$ cat src/rtl/seqdet_frame_ctrl.sv
// rtl/seqdet_frame_ctrl.sv - serial sync-word detector with payload capture and ready/valid hold
module seqdet_frame_ctrl #(
    parameter int PAT_W = 4,
    parameter int PAY_W = 8
) (
    input  logic             clk,
    input  logic             reset,
    input  logic             i_enable,
    input  logic [PAT_W-1:0] i_pattern,
    input  logic             i_data,
    input  logic             i_bit_valid,
    output logic [PAY_W-1:0] o_payload,
    output logic             o_valid,
    input  logic             i_ready,
    output logic             o_hunting,
    output logic             o_drop,
    output logic [7:0]       o_frames
);

    localparam logic [1:0] S_IDLE    = 2'd0;
    localparam logic [1:0] S_HUNT    = 2'd1;
    localparam logic [1:0] S_PAYLOAD = 2'd2;
    localparam logic [1:0] S_HOLD    = 2'd3;

    localparam int FILL_W = $clog2(PAT_W + 1);
    localparam int CNT_W  = (PAY_W > 1) ? $clog2(PAY_W) : 1;
    localparam logic [FILL_W-1:0] FILL_MAX = FILL_W'(PAT_W);
    localparam logic [FILL_W-1:0] FILL_THR = FILL_W'(PAT_W - 1);
    localparam logic [CNT_W-1:0]  CNT_LAST = CNT_W'(PAY_W - 1);

    logic [1:0]        state_q,   state_d;
    logic [PAT_W-1:0]  hist_q,    hist_d;
    logic [FILL_W-1:0] fill_q,    fill_d;
    logic [CNT_W-1:0]  bit_cnt_q, bit_cnt_d;
    logic [PAY_W-1:0]  payload_q, payload_d;
    logic              valid_q,   valid_d;
    logic              hunting_q, hunting_d;
    logic              drop_q,    drop_d;
    logic [7:0]        frames_q,  frames_d;

    logic [PAT_W-1:0]  hist_next;

    assign hist_next = {hist_q[PAT_W-2:0], i_data};

    // Next-state and datapath: disable dominates, then per-state behaviour gated by i_bit_valid
    always_comb begin
        state_d   = state_q;
        hist_d    = hist_q;
        fill_d    = fill_q;
        bit_cnt_d = bit_cnt_q;
        payload_d = payload_q;
        valid_d   = valid_q;
        drop_d    = 1'b0;
        frames_d  = frames_q;

        if (!i_enable) begin
            // Any partial or held frame is abandoned; the frame count survives.
            state_d = S_IDLE;
            valid_d = 1'b0;
        end else begin
            case (state_q)
                S_IDLE: begin
                    state_d = S_HUNT;
                    hist_d  = '0;
                    fill_d  = '0;
                end
                S_HUNT: begin
                    if (i_bit_valid) begin
                        hist_d = hist_next;
                        if (fill_q != FILL_MAX) begin
                            fill_d = fill_q + 1'b1;
                        end
                        // Fill must already hold PAT_W-1 real bits so stale zeros never match.
                        if ((fill_q >= FILL_THR) && (hist_next == i_pattern)) begin
                            state_d   = S_PAYLOAD;
                            bit_cnt_d = '0;
                        end
                    end
                end
                S_PAYLOAD: begin
                    if (i_bit_valid) begin
                        payload_d = {payload_q[PAY_W-2:0], i_data};
                        if (bit_cnt_q == CNT_LAST) begin
                            state_d = S_HOLD;
                            valid_d = 1'b1;
                        end else begin
                            bit_cnt_d = bit_cnt_q + 1'b1;
                        end
                    end
                end
                default: begin
                    // HOLD: payload frozen; incoming bits are dropped, including on the handshake edge.
                    if (i_bit_valid) begin
                        drop_d = 1'b1;
                    end
                    if (valid_q && i_ready) begin
                        valid_d  = 1'b0;
                        frames_d = frames_q + 8'd1;
                        state_d  = S_HUNT;
                        hist_d   = '0;
                        fill_d   = '0;
                    end
                end
            endcase
        end

        hunting_d = (state_d == S_HUNT);
    end

    // State and output registers with synchronous reset taking priority over everything
    always_ff @(posedge clk) begin
        if (reset) begin
            state_q   <= S_IDLE;
            hist_q    <= '0;
            fill_q    <= '0;
            bit_cnt_q <= '0;
            payload_q <= '0;
            valid_q   <= 1'b0;
            hunting_q <= 1'b0;
            drop_q    <= 1'b0;
            frames_q  <= 8'd0;
        end else begin
            state_q   <= state_d;
            hist_q    <= hist_d;
            fill_q    <= fill_d;
            bit_cnt_q <= bit_cnt_d;
            payload_q <= payload_d;
            valid_q   <= valid_d;
            hunting_q <= hunting_d;
            drop_q    <= drop_d;
            frames_q  <= frames_d;
        end
    end

    assign o_payload = payload_q;
    assign o_valid   = valid_q;
    assign o_hunting = hunting_q;
    assign o_drop    = drop_q;
    assign o_frames  = frames_q;

endmodule

$ cat config.mk
export PLATFORM = sky130hd
export DESIGN_NAME = seqdet_frame_ctrl
export DESIGN_NICKNAME = d
export VERILOG_FILES = /design/src/rtl/seqdet_frame_ctrl.sv
export SDC_FILE = /design/constraint.sdc
export NUM_CORES = 1
export LEC_CHECK = 0
export ABC_AREA = 0
export CORE_ASPECT_RATIO = 1.2
export CORE_UTILIZATION = 45
export CTS_CLUSTER_SIZE = 10
export DETAILED_ROUTE_END_ITERATION = 6
export PLACE_DENSITY = 0.77
export SLEW_MARGIN = 5
export SYNTH_ARGS = -nofsm -noshare
export SYNTH_HDL_FRONTEND = slang
export SYNTH_SLANG_ARGS = --single-unit
$ cat constraint.sdc
create_clock -name clk -period 2.3 [get_ports clk]
set_input_delay 0.345 -clock clk [delete_from_list [all_inputs] [get_ports clk]]
set_output_delay 0.345 -clock clk [all_outputs]
set_load 0.02 [all_outputs]
* After elaboration in Yosys (flattened, before gate mapping)
Index checks and enable logic that the tools add are counted.
** Storage, ports and cells
- Bits in registers :: 30
- Input port bits :: 10
- Logic and storage cells :: 69
- Output and inout bits :: 19
** Cells by class
- Bitwise operators :: 4
- Muxes and demuxes :: 24
- Reduce and logical (&&, ||, !) cells :: 16
- Equality and inequality tests :: 12
- Order comparisons :: 1
- Add/sub/neg operators :: 3
** Operators with widths (number)
- 3-bit two-way mux :: 9
- 3-bit one-hot mux with 3 select lines :: 2
- 2-bit two-way mux :: 6
- 2-bit inequality test (second input constant) :: 6
- 8-bit by 1-bit adder with 8-bit output (second input constant) :: 1
- 4-bit AND reduction :: 2
- 3-bit by 1-bit adder with 3-bit output (second input constant) :: 2
- 2-bit one-hot mux with 3 select lines :: 1
- 3-bit one-hot mux with 2 select lines :: 1
- 3-bit AND reduction :: 2
- 6-bit AND reduction :: 1
- 5-bit AND reduction :: 1
- 5-bit OR reduction :: 1
- 2-bit by 1-bit == test with 1-bit output (second input constant) :: 2
- 4-bit == test :: 1
- 1-bit two-way mux :: 4
- 1-bit inverter :: 4
- 2-bit nonzero test :: 2
- 2-bit OR reduction :: 2
- 3-bit == test (second input constant) :: 1
- 3-bit by 2-bit >= comparator with 1-bit output (second input constant) :: 1
- 3-bit inequality test (second input constant) :: 1
- 3-bit nonzero test :: 1
- 3-bit OR reduction :: 1
- other kinds (4) :: 5

* Depth between registers and ports, before layout
- Depth after elaboration :: 7
- Depth in mapped cells :: 7
- Gate-level depth less buffers :: 6

* Least setup slack after synthesis
No wires, ideal clock.
- Path type :: reg2reg
- Start :: register state_q[1]
- End :: register bit_cnt_q[0]
- Required time :: 2.228 ns
- Slack :: 0.692 ns
- Path buffers :: 1
- Stages on the path, launching flop included :: 8
- Setup time :: 0.072 ns
- Arrival time :: 1.537 ns
- Clock period less this slack :: 1.608 ns
- Path through :: dfxtp_1 > inv_1 > ha_1 > buf_2 > nor2b_1 > o21bai_1 > o31ai_2 > mux2i_1
** On the way
- Word-level cells in the longest chain between the ends :: 3
- Elaborated cells on any way between the ends :: 9
- Classes of those cells :: eq/ne: 6; mux: 1; reduce/logical: 2
** Ends and longest elaborated chain
- start: declaration :: line 31 : logic [1:0] state_q, state_d;
- start signal: assignment :: line 123 : state_q <= state_d;
- 2-bit == test or 2-bit by 1-bit == test with 1-bit output (tied branches) :: line 61 : case (state_q)
- 2-bit inequality test (no source line) or 2-bit nonzero test (tied branches)
- 6-bit AND reduction (no source line)
- end signal: assignment :: line 126 : bit_cnt_q <= bit_cnt_d;
- end: declaration :: line 34 : logic [CNT_W-1:0] bit_cnt_q, bit_cnt_d;
Several ways; a longest one is shown, not always the timed one.
A chain may end at the register's enable or synchronous reset.

* Final worst setup path
- Start :: register state_q[1]
- End :: register fill_q[2]
** On the way
- Word-level cells in the longest chain between the ends :: 3
- Elaborated cells on any way between the ends :: 9
- Classes of those cells :: eq/ne: 4; mux: 1; bitwise: 1; reduce/logical: 3
** Ends and longest elaborated chain
- 2-bit by 1-bit == test with 1-bit output (tied with other cells) :: line 61
- 2-bit inequality test (no source line) (tied with other cells)
- 5-bit AND reduction (no source line)
- end signal: assignment :: line 125 : fill_q <= fill_d;
- end: declaration :: line 33 : logic [FILL_W-1:0] fill_q, fill_d;
Several ways; a longest one is shown, not always the timed one.

==> results.md <==
Status:
- The flow ran to the end, and the final reports show no timing, DRC or antenna violations.

Synth:
- The number of different library cells used by synthesis comes to 37.
- The mapped netlist covers 1530 um2.
- The dominant synthesized flop cell is sky130_fd_sc_hd__dfxtp_1.
- In the synthesized netlist the async set-or-reset flop fraction comes to 0.
- The Yosys step of the flow raised 0 warnings.
- The flip-flop and latch count after synthesis is 30.
- The sequential fraction of the synthesis area is 0.392.
- The average footprint of a synthesized cell is between 8 and 9 um2.
- Counting every instance in the synthesized netlist gives 173.
- The total nets after synthesis is roughly 190.
- The synthesized design contains 0 enable-type register cells.

Placement:
- Detailed placement ended at an HPWL of approximately 2600 um.
- The routability congestion estimate from global placement is 0.934.
- The number of port buffers is 28.

Critical path:
- For the worst flop-to-flop path, the logic depth is 6.
- The critical register-to-register path endpoint is fill_q[2]$_SDFFE_PP0P_.
- STA classifies the critical path startpoint as a flip-flop.
- The worst setup path is of the flip-flop to flip-flop kind.
- The library cell contributing the largest single delay on the critical path is sky130_fd_sc_hd__or4_1.
- In this run the register-to-register setup slack is 0.25 ns.
- The nature of the critical path endpoint is a flip-flop.
- The number of buffer and inverter stages on the critical path is 1.
- The kind of cell with the highest combined delay along the critical path is simple AND/OR/NAND/NOR gates.
- The signal on the critical path passes through inv_1 -> ha_1 -> nor2_1 -> a32o_1 -> or4_1 -> a21oi_1.
- The worst endpoint data arrival time is 2.32 ns.
- The delay of the slowest critical-path stage is 0.47 ns.
- The maximum fanout encountered on the critical timing path is 13.
- The reg-to-reg critical path startpoint is state_q[1]$_SDFF_PP0_.
- The critical path required time is 2.57 ns.

Route:
- The detailed-route DRC error count is 0.
- The vias after detailed routing is ~1400.
- The number of iterations in the first detailed-routing pass is 5.
- The wire length per cell is between 10 and 15 um.
- In this run, the number of DRC markers left after iteration 0 of detailed routing was 46.
- Dividing the detail-routed via count by the number of cells gives 5.73.
- Once detail routing completed, the nets flagged for antenna violations numbered 0.
- The final layout contains routed wiring with a total length of approximately 3500 um.

Final layout:
- The repair_antennas step left the layout with diodes totalling 0.
- Fill cells in the final layout number 297.
- Leaving out fill and tap cells, the most frequent cell in the layout is sky130_fd_sc_hd__dfxtp_1.
- In the layout the commonest cells are sky130_fd_sc_hd__dfxtp_1, sky130_fd_sc_hd__clkdlybuf4s50_1, sky130_fd_sc_hd__nor2_1, sky130_fd_sc_hd__mux2i_1.
- The fraction of layout cells with a size suffix above 1 is 0.0637.
- The area growth from synthesis to layout is 24.2%.
- The count of nets after finishing is 223.

Power and ir drop:
- The leakage component of the power is 0.745 nW.
- The worst-case IR drop observed on VDD is 0.374 mV.
- Summing internal, switching and leakage power gives 0.000935 W.
- The power density over cell area is 492 nW/um2.

Timing:
- Setup repair after global routing left no endpoint under its margin.
- The number of slew-limit violations in the final report is 0.
- The time the final worst path needs with I/O delays and setup is 2.05 ns.
- The worst-margin pin slew is ~0.64 ns.
- Dividing the final minimum period by the clock period gives 0.893.
- In this run the tightest slew margin relative to its limit is 0.568.
- The final count of negative-setup-slack endpoints is 0.
- The final setup skew is 0.00880 ns.
- The maximum operating frequency is 487 MHz.
- The count of final hold-check violations is 0.
- The sum of negative setup slack is 0 ns.
- Hold is met by 0.504 ns.

Run:
- Across the run, the number of max-cap violations was 0.

Global routing:
- The total overflow left after global routing is 0.
- The first global-routing pass estimated 6200 um of wire.
- Across every metal layer, demand over resource in global routing totals 0.218.
- The number of global-route vias before repair is 1367.
- The initial antenna violation count is 0.
- The maximum number of pins on one net before global-route repair is 16.

Clock tree:
- The number of buffers on the longest clock path is 2.
- The post-CTS resize count is 0.
- The total of hold buffers inserted after clock tree synthesis is 0.
- The number of H-tree levels is 2.
- For the worst-skew pair, the clock arrives at the later sink with an insertion delay of 0.34 ns.
- The clock net sink count is 30.
- After clock tree synthesis, the clock-pin slew on the worst setup and hold paths is 0.09 ns.
- The clock tree from TritonCTS is done.
- Buffers added to address setup during post-CTS repair amount to 0.
- CTS placed an instance of sky130_fd_sc_hd__clkbuf_4 at the clock tree root.
- The number of buffers created by CTS is 5.

Hold path:
- The path class of the tightest hold or removal check is flip-flop to flip-flop.
- The worst hold path passes through 2 cells.
- The worst hold path endpoint is bit_cnt_q[2]$_SDFFE_PP0P_.
- The hold path startpoint is bit_cnt_q[2]$_SDFFE_PP0P_.

Die:
- The y dimension of the die is 65.9 um.
- The effective utilization at floorplan is 0.488.
- The horizontal die dimension is 55.2 um.
- The region available for standard cell placement spans 3140 um2.
- The floorplan step defined a die boundary enclosing between 3000 and 4000 um2.
- The row count is 22.
- The top-level I/O count is 29.
[synth_stat cells, drive strengths merged, types with 4 or more instances]
library cell | number | area share
a21oi | 10 | 0.033
clkbuf | 4 | 0.0098
dfxtp | 30 | 0.39
ha | 10 | 0.082
inv | 8 | 0.020
mux2i | 11 | 0.072
nand2 | 11 | 0.029
nand2b | 4 | 0.016
nand3 | 6 | 0.020
nand4 | 10 | 0.041
nor2 | 17 | 0.042
o21ai | 7 | 0.023
xnor2 | 7 | 0.040
[cell type report]
type	count	area, um2	area share
clock buffer	7	55.1	0.0290
clock inverter	1	5.00	0.00263
inverter	8	30.0	0.0158
multi-input combinational	128	870	0.458
sequential	30	601	0.316
tap	36	45.0	0.0237
timing repair buffer	30	295	0.155
[tightest hold or removal path, delay by kind of cell, from the launching register on]
family        cells  cell delay [ns]
mux               1             0.06
flops             1             0.32
simple gates      1             0.07
[logic make-up after synthesis]
kind of cell    count (synthesis)  share of synthesized area
compound gates                 30                      0.128
xor+xnor                       10                     0.0572
fa+ha+maj                      10                     0.0818
buf+inv                        15                     0.0392
flops                          30                      0.392
mux                            11                     0.0720
simple gates                   67                      0.230
[power breakdown]
group | switching (W) | internal [W]
sequential | 0.00000336 | 0.000523
combinational | 0.0000429 | 0.0000340
clock | 0.000184 | 0.000148
total | 0.000231 | 0.000705
[worst max path at each step]
stage                                      from                        end  slack, ns  depth (start not counted)
after global routing      state_q[1]$_SDFF_PP0_     fill_q[2]$_SDFFE_PP0P_       0.04                          6
after detailed placement            i_bit_valid       o_hunting$_SDFF_PP0_       0.30                          5
after CTS                 state_q[1]$_SDFF_PP0_     fill_q[2]$_SDFFE_PP0P_       0.26                          6
after floorplan           state_q[1]$_SDFF_PP0_  bit_cnt_q[0]$_SDFFE_PP0P_       0.69                          7
final                     state_q[1]$_SDFF_PP0_     fill_q[2]$_SDFFE_PP0P_       0.25                          6
after global placement              i_bit_valid       o_hunting$_SDFF_PP0_       0.36                          5
[sequential cells by signal (all words and copies together) (netlist names)]
register,count
o_valid,1
fill_q,3
hist_q,3
o_frames,8
bit_cnt_q,3
o_payload,8
o_hunting,1
state_q,2
o_drop,1
[metrics by stage]
| stage | utilization | instance area, um2 | setup slack [ns] | std cells |
|---|---|---|---|---|
| 4_1_cts | 0.606 | 1900 | 0.264 | 240 |
| 3_5_place_dp | 0.587 | 1840 | 0.302 | 232 |
| 6_report | 0.606 | 1900 | 0.247 | 240 |
| 5_1_grt | 0.606 | 1900 | 0.0355 | 240 |
| 3_3_place_gp | 0.587 | 1840 | 0.356 | 232 |
| 2_1_floorplan | - | 1530 | 0.692 | 173 |
[per-layer routing]
layer  share of wire  track usage  routed length [um]
met5               0            0                   0
met2            0.48        0.360                1660
met3           0.059       0.0744                 206
met4           0.024        0.113                  83
met1            0.44        0.249                1530
(Power assumes the default switching activity.)
